## config.mk

```make
export PLATFORM = sky130hd
export DESIGN_NAME = data_send_flat
export DESIGN_NICKNAME = d
export VERILOG_FILES = /design/src/rtl/data_send_pkg.sv /design/src/rtl/data_send_if.sv /design/src/rtl/data_send_skid_fifo.sv /design/src/rtl/data_send.sv /design/src/flat_wrapper.sv
export SDC_FILE = /design/constraint.sdc
export NUM_CORES = 1
export LEC_CHECK = 0
export ABC_AREA = 1
export BUFFER_PORTS_ARGS = -buffer_cell sky130_fd_sc_hd__buf_2
export CORE_MARGIN = 2
export CORE_UTILIZATION = 50
export DETAILED_ROUTE_END_ITERATION = 12
export HOLD_SLACK_MARGIN = 0.08
export PLACE_DENSITY = 0.69
export SLEW_MARGIN = 40
export SYNTH_ARGS = -nofsm -noshare
export SYNTH_HDL_FRONTEND = slang
export SYNTH_SLANG_ARGS = --single-unit
export TNS_END_PERCENT = 10
```

## constraint.sdc

```tcl
create_clock -name clk -period 3.9 [get_ports clk]
set_clock_uncertainty 0.15 [all_clocks]
set_input_delay 0.78 -clock clk [delete_from_list [all_inputs] [get_ports clk]]
set_output_delay 0.78 -clock clk [all_outputs]
set_load 0.03 [all_outputs]
```

## src/rtl/data_send_pkg.sv

```systemverilog
// Shared constants and helpers for the com-RAM packet path (packet builder and data_send).
package data_send_pkg;

  localparam logic [3:0]  BAG_STAT                 = 4'h1;
  localparam logic [3:0]  BAG_DATA                 = 4'h5;
  localparam logic [15:0] COM_RAM_ADDR_IDLE        = 16'hF000;
  localparam logic [15:0] COM_RAM_ADDR_STAT        = 16'h2300;
  localparam logic [15:0] COM_RAM_ADDR_DATA_STRIDE = 16'h2400;
  localparam logic [3:0]  DATA_SLOT_MAX            = 4'd5;
  localparam int unsigned DATA_HDR_LEN             = 4;
  localparam int unsigned DLEN                     = 512;

  typedef logic [12:0] len_t;

  localparam len_t STAT_LEN = 13'd14;

  typedef enum logic [2:0] {
    ST_IDLE,
    ST_WAIT,
    ST_LOAD,
    ST_READ,
    ST_DRAIN,
    ST_CSUM,
    ST_DONE
  } state_t;

  function automatic logic [15:0] data_base(input logic [3:0] idx);
    return 16'(idx * COM_RAM_ADDR_DATA_STRIDE);
  endfunction

  function automatic len_t data_len(input logic [7:0] dev_stat, input int unsigned dlen);
    int unsigned n;
    n = 0;
    for (int unsigned i = 0; i < 8; i++) begin
      if (dev_stat[i]) n++;
    end
    return len_t'(DATA_HDR_LEN + dlen * n);
  endfunction

endpackage

```

## src/rtl/data_send_if.sv

```systemverilog
// Byte stream toward the USB FIFO: valid/ready handshake with a last-byte flag.
interface data_send_if;
  logic [7:0] tx_data;
  logic       tx_valid;
  logic       tx_ready;
  logic       tx_last;

  modport master (output tx_data, output tx_valid, output tx_last, input tx_ready);
  modport slave  (input tx_data, input tx_valid, input tx_last, output tx_ready);
endinterface

```

## src/rtl/data_send_skid_fifo.sv

```systemverilog
// First-word-fall-through skid FIFO absorbing RAM read latency under output backpressure.
module skid_fifo #(
  parameter int unsigned DEPTH = 4,
  parameter int unsigned WIDTH = 8,
  localparam int unsigned PTR_W = (DEPTH > 1) ? $clog2(DEPTH) : 1,
  localparam int unsigned CNT_W = $clog2(DEPTH + 1)
) (
  input  logic             clk,
  input  logic             rst,
  input  logic             push,
  input  logic [WIDTH-1:0] din,
  input  logic             pop,
  output logic [WIDTH-1:0] dout,
  output logic [CNT_W-1:0] count,
  output logic             empty,
  output logic             full
);

  logic [WIDTH-1:0] mem [DEPTH];
  logic [PTR_W-1:0] wr_ptr;
  logic [PTR_W-1:0] rd_ptr;
  logic             do_push;
  logic             do_pop;

  function automatic logic [PTR_W-1:0] next_ptr(input logic [PTR_W-1:0] p);
    return (p == PTR_W'(DEPTH - 1)) ? '0 : p + 1'b1;
  endfunction

  assign empty   = (count == '0);
  assign full    = (count == CNT_W'(DEPTH));
  assign do_pop  = pop & ~empty;
  assign do_push = push & ~full;
  assign dout    = mem[rd_ptr];

  always_ff @(posedge clk or negedge rst) begin
    if (!rst) begin
      wr_ptr <= '0;
      rd_ptr <= '0;
      count  <= '0;
    end else begin
      if (do_push) wr_ptr <= next_ptr(wr_ptr);
      if (do_pop)  rd_ptr <= next_ptr(rd_ptr);
      case ({do_push, do_pop})
        2'b10:   count <= count + 1'b1;
        2'b01:   count <= count - 1'b1;
        default: ;
      endcase
    end
  end

  always_ff @(posedge clk) begin
    if (do_push) mem[wr_ptr] <= din;
  end

endmodule

```

## src/rtl/data_send.sv

```systemverilog
// Reads a finished STAT/DATA packet back from com RAM and streams it out with a trailing XOR checksum.
module data_send #(
  parameter int unsigned RAM_LATENCY = 2,
  parameter int unsigned SKID_DEPTH  = 4,
  parameter int unsigned DLEN        = data_send_pkg::DLEN
) (
  input  logic        clk,
  input  logic        rst,
  input  logic        fs,
  output logic        fd,
  input  logic [3:0]  btype,
  input  logic [3:0]  data_idx,
  input  logic [7:0]  dev_stat,
  output logic [15:0] ram_rxa,
  input  logic [7:0]  ram_rxd,
  data_send_if.master tx
);
  import data_send_pkg::*;

  localparam int unsigned CNT_W = $clog2(SKID_DEPTH + 1);
  localparam int unsigned SUM_W = $clog2(SKID_DEPTH + RAM_LATENCY + 1);

  state_t state, state_nx;

  logic [3:0]             req_type;
  logic [3:0]             req_idx;
  logic [7:0]             req_stat;
  logic [15:0]            base;
  len_t                   len;
  len_t                   rd_cnt;
  logic [7:0]             csum;
  logic [RAM_LATENCY-1:0] vpipe;

  logic [SUM_W-1:0] inflight;
  logic             credit_ok;
  logic             issue;
  logic             push;
  logic             pop;
  logic [7:0]       fifo_dout;
  logic [CNT_W-1:0] fifo_count;
  logic             fifo_empty;
  logic             fifo_full;

  skid_fifo #(
    .DEPTH (SKID_DEPTH),
    .WIDTH (8)
  ) u_fifo (
    .clk   (clk),
    .rst   (rst),
    .push  (push),
    .din   (ram_rxd),
    .pop   (pop),
    .dout  (fifo_dout),
    .count (fifo_count),
    .empty (fifo_empty),
    .full  (fifo_full)
  );

  // Credit counts reads still in the RAM pipe, so a full pipe can always land in the FIFO.
  always_comb begin
    inflight = '0;
    for (int unsigned i = 0; i < RAM_LATENCY; i++) begin
      inflight = inflight + SUM_W'(vpipe[i]);
    end
  end

  assign credit_ok = ~fifo_full && ((SUM_W'(fifo_count) + inflight) < SUM_W'(SKID_DEPTH));
  assign issue     = (state == ST_READ) && (rd_cnt != len) && credit_ok;
  assign push      = vpipe[RAM_LATENCY-1];
  assign pop       = ~fifo_empty & tx.tx_ready;

  always_comb begin
    state_nx = state;
    case (state)
      ST_IDLE:  state_nx = ST_WAIT;
      ST_WAIT:  if (fs && (btype == BAG_STAT || btype == BAG_DATA)) state_nx = ST_LOAD;
      ST_LOAD:  state_nx = (req_type == BAG_DATA && req_idx > DATA_SLOT_MAX) ? ST_CSUM : ST_READ;
      ST_READ:  if (rd_cnt == len) state_nx = ST_DRAIN;
      ST_DRAIN: if (vpipe == '0 && (fifo_empty || (fifo_count == CNT_W'(1) && pop)))
                  state_nx = ST_CSUM;
      ST_CSUM:  if (tx.tx_ready) state_nx = ST_DONE;
      ST_DONE:  if (!fs) state_nx = ST_WAIT;
      default:  state_nx = ST_IDLE;
    endcase
  end

  // The checksum byte is only presented once the FIFO has fully drained.
  always_comb begin
    tx.tx_valid = 1'b0;
    tx.tx_data  = '0;
    tx.tx_last  = 1'b0;
    fd          = (state == ST_DONE);
    if (!fifo_empty) begin
      tx.tx_valid = 1'b1;
      tx.tx_data  = fifo_dout;
    end else if (state == ST_CSUM) begin
      tx.tx_valid = 1'b1;
      tx.tx_data  = csum;
      tx.tx_last  = 1'b1;
    end
  end

  always_ff @(posedge clk or negedge rst) begin
    if (!rst) begin
      state    <= ST_IDLE;
      req_type <= '0;
      req_idx  <= '0;
      req_stat <= '0;
      base     <= '0;
      len      <= '0;
      rd_cnt   <= '0;
      csum     <= '0;
      vpipe    <= '0;
      ram_rxa  <= COM_RAM_ADDR_IDLE;
    end else begin
      state <= state_nx;
      vpipe <= {vpipe[RAM_LATENCY-2:0], issue};

      if (state == ST_WAIT && state_nx == ST_LOAD) begin
        req_type <= btype;
        req_idx  <= data_idx;
        req_stat <= dev_stat;
      end

      if (state == ST_LOAD) begin
        rd_cnt <= '0;
        csum   <= '0;
        if (req_type == BAG_STAT) begin
          base <= COM_RAM_ADDR_STAT;
          len  <= STAT_LEN;
        end else begin
          base <= data_base(req_idx);
          len  <= (req_idx > DATA_SLOT_MAX) ? '0 : data_len(req_stat, DLEN);
        end
      end else begin
        if (pop) csum <= csum ^ fifo_dout;
        if (issue) begin
          ram_rxa <= base + {3'b000, rd_cnt};
          rd_cnt  <= rd_cnt + 1'b1;
        end
      end
    end
  end

endmodule
```

## src/flat_wrapper.sv

```systemverilog
// flat-port wrapper written by rule: the top's interface ports become plain ports
module data_send_flat import data_send_pkg::*;
#(
  parameter int unsigned RAM_LATENCY = 2,
  parameter int unsigned SKID_DEPTH  = 4,
  parameter int unsigned DLEN        = data_send_pkg::DLEN
)
  (clk, rst, fs, fd, btype, data_idx, dev_stat, ram_rxa, ram_rxd, tx_tx_data, tx_tx_valid, tx_tx_last, tx_tx_ready);
  data_send_if tx_i ();
  input  logic clk;
  input  logic rst;
  input  logic fs;
  output logic fd;
  input  logic [3:0] btype;
  input  logic [3:0] data_idx;
  input  logic [7:0] dev_stat;
  output logic [15:0] ram_rxa;
  input  logic [7:0] ram_rxd;
  output wire logic [$bits(tx_i.tx_data)-1:0] tx_tx_data;
  output wire logic [$bits(tx_i.tx_valid)-1:0] tx_tx_valid;
  output wire logic [$bits(tx_i.tx_last)-1:0] tx_tx_last;
  input wire logic [$bits(tx_i.tx_ready)-1:0] tx_tx_ready;
  assign tx_tx_data = tx_i.tx_data;
  assign tx_tx_valid = tx_i.tx_valid;
  assign tx_tx_last = tx_i.tx_last;
  assign tx_i.tx_ready = tx_tx_ready;
  data_send #(.RAM_LATENCY(RAM_LATENCY), .SKID_DEPTH(SKID_DEPTH), .DLEN(DLEN)) u_core (.clk(clk), .rst(rst), .fs(fs), .fd(fd), .btype(btype), .data_idx(data_idx), .dev_stat(dev_stat), .ram_rxa(ram_rxa), .ram_rxd(ram_rxd), .tx(tx_i));
endmodule
```

Word level (Yosys, flattened, before mapping)

Memory sizes are Yosys's and may differ from the RTL's.
Cells that the tools add are included.

Flip-flop bits (word level): 94
Bits in writable memories: 32
Input bits: 28
Output and inout port bits: 27
Logic and storage cells: 124
Memories kept: 1

$add $sub $neg: 16
$mul: 1
Order comparisons: 2
Equality and inequality tests: 19
Mux-type cells: 48
Bitwise gates (word level): 7
Reduce and logical (&&, ||, !) cells: 17

Memories:

| name              | depth | width | rd ports | clocked after memory_dff | wr ports | RTL line                  | text |
|---|---|---|---|---|---|---|---|
| u_core.u_fifo.mem | 4     | 8     | 1        | 0                        | 1        | data_send_skid_fifo.sv:19 | `logic [WIDTH-1:0] mem [DEPTH];` |

Operator list:

| cell                                                | count |
|---|---|
| 2-to-1 mux 4 bit                                    | 23 |
| 2-to-1 mux 13 bit                                   | 4 |
| 2-to-1 mux 8 bit                                    | 4 |
| adder 4 x 1 -> 4 bit, second input constant         | 7 |
| case mux 3 bit (7 select lines)                     | 1 |
| 2-to-1 mux 3 bit                                    | 6 |
| adder 16 x 13 -> 16 bit                             | 1 |
| 2-to-1 mux 16 bit                                   | 1 |
| adder 13 x 1 -> 13 bit, second input constant       | 1 |
| adder 3 x 13 -> 13 bit, first input constant        | 1 |
| equality test 13 bit                                | 1 |
| inequality test 13 bit                              | 1 |
| equality test 3 bit, second input constant          | 4 |
| equality test 3 x 2 -> 1 bit, second input constant | 3 |
| equality test 4 x 1 -> 1 bit, second input constant | 2 |
| equality test 4 x 3 -> 1 bit, second input constant | 2 |
| logical AND 1 bit                                   | 8 |
| XOR 8 bit                                           | 1 |
| equality test 2 bit, second input constant          | 3 |
| equality test 3 x 1 -> 1 bit, second input constant | 2 |
| zero test 3 bit                                     | 2 |
| multiplier 4 x 4 -> 6 bit, second input constant    | 1 |
| 2-to-1 mux 1 bit                                    | 6 |
| case mux 3 bit (2 select lines)                     | 1 |
| 15 further kinds                                    | 24 |

Longest topological paths before layout

Gate-level depths: netlist (run 1).

Word-level depth: 34
Depth in mapped cells: 22
Depth with buffers taken out: 22

Modules after synthesis

From an unflattened synthesis (run 1), not the netlist that was laid out.

Cells, all modules: 726
Area, all modules: 6057.1 µm²

By module, submodules not included:

| module    | instances | cells each | area an instance (µm²) | seq. area each (µm²) |
|---|---|---|---|---|
| data_send | 1         | 572        | 4287.9                 | 1756.7 |
| skid_fifo | 1         | 154        | 1769.2                 | 1136.1 |

Worst setup path after synthesis (run 1)

OpenSTA, ideal clock, no wires.

Path type: flip-flop to flip-flop
Start point: register u_core.req_stat[0]
End point: register u_core.len[10]
Setup time: 0.129 ns
Arrival time: 3.109 ns
Required time: 3.621 ns
Path slack: 0.512 ns
Cell stages (with the launch flop): 21
Buffers on the path: 0
Clock period less this slack: 3.388 ns
Path through: dfrtp_1 inv_1 ha_1 nand2_2 inv_1 nor2_2 ha_1 or2_1 nand2_1 nand2_1 nand3_1 nand2_1 ha_1 or2_2 nand2_1 nand2_1 nand3_1 nand2_2 ha_1 o21ai_0 o22ai_1

Word-level cells in the longest chain between the ends: 34

Ends and longest elaborated chain:

| element                  | RTL line            | text |
|---|---|---|
| from (decl)              | data_send.sv:27     | `logic [7:0] req_stat;` |
| from (signal assigned)   | data_send.sv:122    | `req_stat <= dev_stat;` |
| 2-to-1 mux 1 bit *       | data_send_pkg.sv:35 | `if (dev_stat[i]) n++;` |
| 2-to-1 mux 4 bit *       | data_send.sv:128    | `if (req_type == BAG_STAT) begin` |
| 2-to-1 mux 4 bit *       | data_send.sv:125    | `if (state == ST_LOAD) begin` |
| adder 4 x 1 -> 4 bit     | data_send_pkg.sv:35 |  |
| 2-to-1 mux 4 bit *       | data_send_pkg.sv:35 |  |
| 2-to-1 mux 4 bit *       | data_send.sv:128    |  |
| 2-to-1 mux 4 bit *       | data_send.sv:125    |  |
| adder 4 x 1 -> 4 bit     | data_send_pkg.sv:35 |  |
| [18 not listed]          | --                  |  |
| 2-to-1 mux 4 bit *       | data_send.sv:125    |  |
| adder 4 x 1 -> 4 bit     | data_send_pkg.sv:35 |  |
| 2-to-1 mux 4 bit *       | data_send_pkg.sv:35 |  |
| 2-to-1 mux 4 bit *       | data_send.sv:128    |  |
| 2-to-1 mux 4 bit *       | data_send.sv:125    |  |
| adder 3 x 13 -> 13 bit * | data_send_pkg.sv:37 | `return len_t'(DATA_HDR_LEN + dlen * n);` |
| 2-to-1 mux 13 bit *      | data_send.sv:133    | `len <= (req_idx > DATA_SLOT_MAX) ? '0 : data_len(req_stat, DLEN);` |
| 2-to-1 mux 13 bit *      | data_send.sv:128    |  |
| to (signal assigned)     | data_send.sv:133    |  |
| to (decl)                | data_send.sv:29     | `len_t len;` |

Mark *: on every way between the ends. The rest lies on a longest branch, timed or not. The select of a mux whose other input is x is not followed.
A chain may end at the register's enable or synchronous reset.

Worst setup path in the final report (run 1)

Start point: register u_core.req_stat[1]
End point: register u_core.len[10]

Word-level cells in the longest chain between the ends: 30

Ends and longest elaborated chain:

| element                  | RTL line |
|---|---|
| 2-to-1 mux 4 bit *       | data_send_pkg.sv:35 |
| 2-to-1 mux 4 bit *       | data_send.sv:128 |
| 2-to-1 mux 4 bit *       | data_send.sv:125 |
| adder 4 x 1 -> 4 bit     | data_send_pkg.sv:35 |
| 2-to-1 mux 4 bit *       | data_send_pkg.sv:35 |
| 2-to-1 mux 4 bit *       | data_send.sv:128 |
| 2-to-1 mux 4 bit *       | data_send.sv:125 |
| adder 4 x 1 -> 4 bit     | data_send_pkg.sv:35 |
| [14 not listed]          | -- |
| 2-to-1 mux 4 bit *       | data_send.sv:125 |
| adder 4 x 1 -> 4 bit     | data_send_pkg.sv:35 |
| 2-to-1 mux 4 bit *       | data_send_pkg.sv:35 |
| 2-to-1 mux 4 bit *       | data_send.sv:128 |
| 2-to-1 mux 4 bit *       | data_send.sv:125 |
| adder 3 x 13 -> 13 bit * | data_send_pkg.sv:37 |
| 2-to-1 mux 13 bit *      | data_send.sv:133 |
| 2-to-1 mux 13 bit *      | data_send.sv:128 |

Marks and branches as above.

==> run metrics, run 1 <==
die width 112.1 um; R2R setup slack 310 ps; Period Utilization, post-route 92.04%; Final Max Tran Viols 0; IO Port Bufs 54; power density cells 836.6 nW/um2; worst r2r path cells 20; DRT Pass-1 Iters 4; sequential share of the synthesized area 49.49%; Via density 5.187; DRT iter0 DRCs 282; CTS sink cnt 109; synth top area cells dfrtp_1, edfxtp_1, nand2_1; FF+latch count, synth 109; final setup fails 0; dpl cells 876; Worst-Margin Slew 791.4 ps; vias in the first global route 4530; worst setup path endpoint u_core.len[10]; final cell utilization of the core 57.57%; top cell type by total area after synthesis dfrtp_1; P_int 2924 uW; commonest register cell after synthesis dfrtp_1; Routed Antenna Nets 0; clk root buf clkbuf_16; synth warn 0; RSZ-0062 raised after global routing false; Post-Layout Cell Count 893; Post-Syn Area per Cell 8.460 um2; Worst-Skew Late Latency 360 ps; synth unique cells 43; relative slew slack 47.05%; share of layout cells above drive strength 1 14.93%; Crit. Startpoint u_core.req_stat[1]; Synth Instances 691; DIE AREA 12570 um2; sw frac 46.83%; GPL Wtd Cong 0.8466; switching power total 2575 uW; CTS H-tree lvls 3; Power Total 5499 uW; CP Class reg2reg; max cap viols 0; clk buf depth 2; Row Count 39; Initial Util 51.19%; crit path time final 3589 ps; fmax 0.2786 GHz; vias 4632; final hold viol count 0; ys async rst share 70.64%; crit-path most repeated cell nand2_1; slowest cell on the critical path dfrtp_1; first-pass GRT wire length 20530 um; fill count 1052; Antenna Cells 0; Min-Delay Path Class in2async; drt wl/cell 13.19 um; area fraction of the dominant cell type after synthesis 31.25%; post-layout instance area 6574 um2; crit-path max cell delay 400 ps; antenna violations before repair 0; DRC viols 0; Worst-path clk slew 80 ps; Final TNS setup 0 ps; Leak Pwr 0.003155 uW; maximum VDD drop 0.4505 mV; Net Count, Synth 749; count leader, synth nand2_1; CP endpoint kind flop; status finished clean; Global Route Usage Sum 19.82%; WP data required 3990 ps; RR Endpoint u_core.len[10]; die height 112.1 um; clock power share 16.6%; drt total wl 11780 um; IO Pins 55; most frequent cells after synthesis nand2_1, dfrtp_1, inv_1; largest net degree at the start of global routing 78; CTS tree built; Max FO, Critical Path 4; Post-Synthesis Cell Area 5846 um2; Startpoint Class flop; multi-input logic area 2597 um2; Core ar. 11420 um2; R2R Path Start u_core.req_stat[1]; cts bufs inserted 9; sequential cell area 2893 um2; Seq pwr share 31.8%; nets@finish 803; area grow syn2layout 12.46%; grt ovf 0; critical path arrival 3680 ps; post-placement cell area 6252 um2; Post-DP HPWL 8642 um; Comb pwr share 51.5%; CP cell instances inv_1, ha_2, nand2_4, inv_1, nor2_2, ha_1, or2_1, nand2_1, nand2_1, nand3_1, nand2_1, ha_1, or2_2, nand2_1, nand2_1, nand3_1, nand2_2, ha_1, o21ai_0, o22ai_1; Post-synth EDFFs 32
## cells in the final DEF, fill, tap and decap left out, types with 9 or more instances in the layout
cell       netlist  routed
dfrtp_1         73      73
o22ai_1         11      11
o21ai_0         57      57
nand3_1         64      64
clkbuf_16        0       9
nor3_1          10      10
nor2_1          38      38
nand2_1        187     187
ha_1            29      28
a21oi_1         25      25
edfxtp_1        32      32
buf_2            3      53
inv_1           73      71
## power by group through the flow
stage / sequential, uW / combinational, uW / clock (uW)
final: 1750 / 2830 / 915
after floorplan: 1790 / 2160 / 0
after CTS: 1750 / 2830 / 934
after global routing: 1790 / 3260 / 983
after detailed placement: 1770 / 2810 / 0
after global placement: 1760 / 2730 / 0
## stage by stage
step | hold slack [ps] | worst slack, ps
floorplan | 227.5 | 511.8
global placement | 277.4 | 390.8
detailed placement | 283.0 | 248.8
CTS | 321.1 | 233.3
global route | 332.1 | 6.266
finish | 303.3 | 310.6
## what timing repair did
| item | 4_1_cts | 5_1_grt |
|---|---|---|
| setup endpoints to repair | 0 | 1 |
| gates resized for setup | 0 | 3 |
| setup buffers | 0 | 1 |
| hold buffers | 0 | 0 |
## metal layers
metal	global-route usage [%]	share of wire (%)
met1	25.88	46
met2	33.41	49
met3	3.564	3.7
met4	6.992	1.7
met5	0	0
## cell type report
cell class / instances / area share (%)
Timing Repair Buffer: 57 / 4.549
Clock inverter: 7 / 1.104
Sequential cell: 109 / 44.00
Clock buffer: 9 / 3.426
Tap cell: 143 / 2.722
Multi-Input combinational cell: 486 / 39.51
Inverter: 82 / 4.682
## worst min-delay path by stage
stage / startpoint / to / slack, ps / depth (start not counted)
3_5_place_dp: u_core.vpipe[0] / u_core.vpipe[1] / 280 / 0
6_report: rst / u_core.base[15] / 300 / 1
3_3_place_gp: u_core.vpipe[0] / u_core.vpipe[1] / 280 / 0
4_1_cts: u_core.vpipe[0] / u_core.vpipe[1] / 320 / 0
2_1_floorplan: u_core.vpipe[0] / u_core.vpipe[1] / 230 / 0
5_1_grt: u_core.vpipe[0] / u_core.vpipe[1] / 330 / 0
## cell families (layout without fill, tap and decap cells)
group	after synthesis	after routing	share of synthesized area, %
adders and majority gates	30	30	6.550
buffers and inverters	96	155	6.357
DFF	109	109	49.49
and+or+nand+nor	336	336	25.66
xor gates and xnor gates	14	14	2.226
AOI/OAI and AO/OA	106	106	9.718
## worst max-delay path: cells and delay by family (launching register included)
kind,cells,cell delay (ps)
AOI/OAI and AO/OA,2,240
adders and majority gates,4,1160
buffers and inverters,2,150
DFF,1,400
and+or+nand+nor,12,1370
## sequential cells by signal, indices dropped and copies added (netlist names), 4 cells and up
name,flops
u_core.req_stat,8
u_core.rd_cnt,13
u_core.req_type,4
u_core.u_fifo.mem,32
u_core.base,6
u_core.csum,8
u_core.len,6
u_core.ram_rxa,16
u_core.req_idx,4
No activity file was read; power rests on OpenSTA's default activity.
==> run 2, diff against run 1 <==
Settings changed: CORE_UTILIZATION 50 to 40, PLACE_DENSITY 0.69 to unset.
==> run metrics, run 2 (synthesis gave the netlist of run 1 again) <==
first-pass GRT wire length 20840 um; crit-path most repeated cell nand2_1; die height 124.9 um; Worst-Margin Slew 786.3 ps; drt wl/cell 12.94 um; clk root buf clkbuf_16; Post-DP HPWL 8913 um; R2R Path Start u_core.req_stat[0]; Via density 4.922; IO Pins 55; RR Endpoint u_core.len[10]; DIE AREA 15600 um2; Routed Antenna Nets 0; max cap viols 0; relative slew slack 47.39%; cts bufs inserted 9; Final TNS setup 0 ps; Final Max Tran Viols 0; CP Class reg2reg; RSZ-0062 raised after global routing false; critical path arrival 3710 ps; DRT iter0 DRCs 223; Max FO, Critical Path 4; CTS tree built; Crit. Startpoint u_core.req_stat[0]; Worst-path clk slew 80 ps; final cell utilization of the core 45.91%; die width 124.9 um; number of flip-flops in the largest register 32; DRT Pass-1 Iters 4; dpl cells 919; commonest non-fill, non-tap cell in the layout nand2_1; IO Port Bufs 54; Row Count 44; Hold WS 302.3 ps; Post-Layout Cell Count 936; pre-CTS setup slack 296.5 ps; final hold viol count 0; worst r2r path cells 20; WP data required 3990 ps; share of layout cells above drive strength 1 14.65%; status finished clean; Min-Delay Path Class reg2reg; final setup fails 0; vias 4607; multi-input logic area 2581 um2; Top reg by flops u_core.u_fifo.mem; Global Route Usage Sum 16.36%; clk buf depth 2; DRC viols 0; # hold bufs at CTS 0; power density cells 829.5 nW/um2; Core ar. 14420 um2; Leak Pwr 0.003161 uW; GPL Wtd Cong 0.8844; Top Registers u_core.u_fifo.mem: 32 flops, u_core.ram_rxa: 16 flops, u_core.rd_cnt: 13 flops; worst setup path endpoint u_core.len[10]; Worst-Skew Late Latency 360 ps; CTS sink cnt 109; slowest cell on the critical path dfrtp_1; fill count 1450; most frequent cells in the layout nand2_1, inv_1, dfrtp_1; CTS H-tree lvls 3; CP endpoint kind flop; Startpoint Class flop; grt ovf 0; antenna violations before repair 1; maximum VDD drop 0.2755 mV; final worst slack 283.9 ps; sequential cell area 2893 um2; drt total wl 12120 um; CP cell instances inv_1, ha_1, nand2_2, inv_1, nor2_2, ha_1, or2_1, nand2_1, nand2_1, nand3_1, nand2_1, ha_1, or2_2, nand2_1, nand2_1, nand3_1, nand2_2, ha_1, o21ai_0, o22ai_1; crit path time final 3616 ps; R2R setup slack 280 ps; Period Utilization, post-route 92.72%; largest net degree at the start of global routing 78; post-CTS resize count 0; area grow syn2layout 13.29%; Initial Util 40.53%; hold depth 0; setup repair bufs after CTS 0; vias in the first global route 4379; crit-path max cell delay 380 ps; fmax 0.2765 GHz; nets@finish 804
-- run 2: cell types whose count changed in the layout (fill, tap and decap cells not counted), sizes merged --
cell,before,now
diode,0,1
clkinvlp,1,0
inv,83,84
buf,57,58
-- run 2: power breakdown --
part | switching (uW) | internal (uW)
clock | 473 | 459
sequential | 239 | 1510
combinational | 1860 | 954
-- run 2: per-layer routing --
metal | global-route usage (%) | routed length (um)
met2 | 26.00 | 5528
met1 | 22.15 | 5979
met5 | 0 | 0
met4 | 6.144 | 199
met3 | 3.351 | 407
-- run 2: worst min-delay path by stage --
stage,slack [ps],startpoint,endpoint
CTS,290,u_core.vpipe[0],u_core.vpipe[1]
global route,320,u_core.vpipe[0],u_core.vpipe[1]
finish,300,u_core.vpipe[0],u_core.vpipe[1]
detailed placement,270,u_core.vpipe[0],u_core.vpipe[1]
global placement,280,u_core.vpipe[0],u_core.vpipe[1]
floorplan,230,u_core.vpipe[0],u_core.vpipe[1]
-- run 2: cell type report --
cell class              instances  share of cell area, %
diodes                          1                0.03779
clock buffers                   9                  3.401
clock inverters                 7                  1.152
inverters                      82                  4.648
multi-input cells             486                  38.98
flip-flops and latches        109                  43.68
well taps                     184                  3.476
repair buffers                 58                  4.629
-- run 2: through the flow --
step	total power (uW)	area (um2)
after floorplan	3954	5846
after global placement	4519	6315
after detailed placement	4589	6319
after CTS	5539	6620
after global routing	6021	6620
final	5493	6623
-- run 2: critical path: cells and delay by family (launching register included) --
| kind | cells | cell delay [ps] |
|---|---|---|
| buffers and inverters | 2 | 140 |
| and+or+nand+nor | 12 | 1380 |
| DFF | 1 | 380 |
| AOI/OAI and AO/OA | 2 | 230 |
| adders and majority gates | 4 | 1200 |
==> run 3, diff against run 2 <==
Settings changed: ABC_AREA 1 to unset, SYNTH_HIERARCHICAL set to 1.
==> run metrics, run 3 <==
commonest register cell after synthesis dfrtp_1; switching power total 2107 uW; Synth Instances 508; top cell type by total area after synthesis dfrtp_1; cts bufs inserted 9; Comb pwr share 47.3%; sequential share of the synthesized area 51.11%; first-pass GRT wire length 17900 um; synth warn 6; crit path time final 3595 ps; post-layout instance area 6377 um2; CTS sink cnt 109; sw frac 41.24%; clk root buf clkbuf_16; Post-Synthesis Cell Area 5660 um2; Seq pwr share 34.4%; Leak Pwr 0.002865 uW; Final TNS setup 0 ps; FF+latch count, synth 109; maximum VDD drop 0.3830 mV; status finished clean; final cell utilization of the core 46.12%; P_int 3002 uW; GPL Wtd Cong 0.7947; area fraction of the dominant cell type after synthesis 32.27%; RSZ-0062 raised after global routing false; count leader, synth nand2_1; CP cell instances inv_1, ha_2, xor2_4, ha_1, xor2_1, o221a_2, inv_1, ha_1, xor2_1, a2bb2oi_1, nand2_1, ha_1, nand2_1, xnor2_1, xnor2_1, o21ai_1; antenna violations before repair 1; synth unique cells 62; DIE AREA 15120 um2; drt wl/cell 14.30 um; CP Class reg2reg; fmax 0.2782 GHz; vias 3654; Net Count, Synth 561; most frequent cells after synthesis nand2_1, dfrtp_1, nor2_1; area grow syn2layout 12.67%; clk buf depth 2; Initial Util 40.94%; max cap viols 0; Period Utilization, post-route 92.17%; Top reg by flops u_core/u_fifo/mem; WP data required 3980 ps; final setup fails 0; fill count 1285; crit-path max cell delay 420 ps; Routed Antenna Nets 0; DRT Pass-1 Iters 7; Post-DP HPWL 7369 um; CTS H-tree lvls 3; vias in the first global route 3684; nets@finish 606; Antenna Cells 0; die width 123.0 um; Post-synth EDFFs 32; relative slew slack 51.27%; CTS tree built; number of flip-flops in the largest register 32; hold depth 0; CP endpoint kind flop; crit-path most repeated cell ha_1; DRC viols 0; most frequent cells in the layout nand2_1, dfrtp_1, buf_2; commonest non-fill, non-tap cell in the layout nand2_1; final hold viol count 0; cell family with most CP delay adder cells; Worst-Margin Slew 729.5 ps; worst r2r path cells 16; Final Max Tran Viols 0; Worst-Skew Late Latency 350 ps; Row Count 43; power density cells 801.1 nW/um2; die height 123.0 um; IO Pins 55; Min-Delay Path Class reg2reg; critical path arrival 3670 ps; Max FO, Critical Path 5; Top Registers u_core/u_fifo/mem: 32 flops, u_core/ram_rxa: 16 flops, u_core/rd_cnt: 13 flops; share of layout cells above drive strength 1 21.86%; IO Port Bufs 54; CP bufs+invs 2; Core ar. 13830 um2; Post-Syn Area per Cell 11.14 um2; Global Route Usage Sum 15.19%; post-placement cell area 6062 um2; Worst-path clk slew 80 ps; ys async rst share 70.64%; synth top area cells dfrtp_1, edfxtp_1, nand2_1; clock power share 18.3%; Startpoint Class flop; largest net degree at the start of global routing 78; grt ovf 0; drt total wl 10560 um; slowest cell on the critical path ha_2; Via density 4.951; DRT iter0 DRCs 202; total stage count of the critical path 16
[run 3: cell count changes after synthesis, moves of 14 or more]
cell     previous run  this run
mux2_2              0        14
xor2_1              8        25
inv_1              73        24
a21oi_1            25         8
o21ai_0            57        29
nand3_1            64         9
nand2_1           187        84
xnor2_1             5        23
[run 3: timing repair]
action,4_1_cts,5_1_grt
endpoints found under the setup margin,0,2
hold buffers,0,0
endpoints found under the hold margin,0,0
gates resized for setup,0,2
buffers inserted,0,0
[run 3: power groups by stage]
stage	Combinational, uW	Sequential, uW	Clock, uW
finish	2420	1760	932
global route	2730	1820	1010
CTS	2410	1760	974
detailed placement	2400	1790	0
global placement	2300	1780	0
floorplan	2040	1670	0
[run 3: cell type report]
class	instances	area [um2]	share of cell area, %
Timing Repair Buffer	56	291.5	4.571
Sequential cell	109	2893	45.36
Clock inverter	7	76.32	1.197
Inverter	25	93.84	1.471
Clock buffer	9	225.2	3.531
Tap cell	180	225.2	3.531
Multi-Input combinational cell	352	2572	40.34
[run 3: path summary, 6_finish.rpt]
kind,startpoint,endpoint,slack (ps)
min reg2reg,u_core/vpipe[0],u_core/vpipe[1],270
max,u_core/req_stat[1],u_core/len[11],310
min,u_core/vpipe[0],u_core/vpipe[1],270
max reg2reg,u_core/req_stat[1],u_core/len[11],310
max in group asynchronous,rst,u_core/state[2],2830
min in group asynchronous,rst,u_core/base[15],310
[run 3: per-layer routing]
metal / vias to the layer above / part of all wire, % / track usage [%]
li1: 1823 / - / -
met1: 1761 / 47 / 20.36
met2: 51 / 48 / 24.24
met3: 17 / 3.2 / 3.736
met4: 2 / 1.7 / 4.885
met5: - / 0.066 / 0
[run 3: through the flow]
step	instances	worst slack (ps)	total power, uW	hold slack, ps
after CTS	738	195.3	5151	266.3
after floorplan	508	501.0	3702	223.4
after detailed placement	722	220.6	4190	246.7
after global placement	722	383.0	4079	256.8
final	738	305.2	5109	271.1
after global routing	738	43.62	5560	287.3
[run 3: cells by family (layout without fill, tap and decap cells)]
kind of cell             Yosys count  in the layout  share of synthesized area, %
AND/OR/NAND/NOR                  181            181                         16.40
flip-flops                       109            109                         51.11
AO/OA/AOI/OAI                     68             68                         7.714
XOR/XNOR                          50             50                         8.002
buffers and inverters             47             97                         3.691
multiplexers                      28             28                         7.294
adder cells (fa/ha/maj)           25             25                         5.791
[run 3: worst register-to-register path, stage by stage, from the launching register on]
cell       delay, ps
dfrtp_1          390
inv_1             80
ha_2             420
xor2_4           240
ha_1             300
xor2_1           170
o221a_2          280
inv_1             80
ha_1             240
xor2_1           160
a2bb2oi_1        230
nand2_1          100
ha_1             200
nand2_1           70
xnor2_1          130
xnor2_1          140
o21ai_1           80
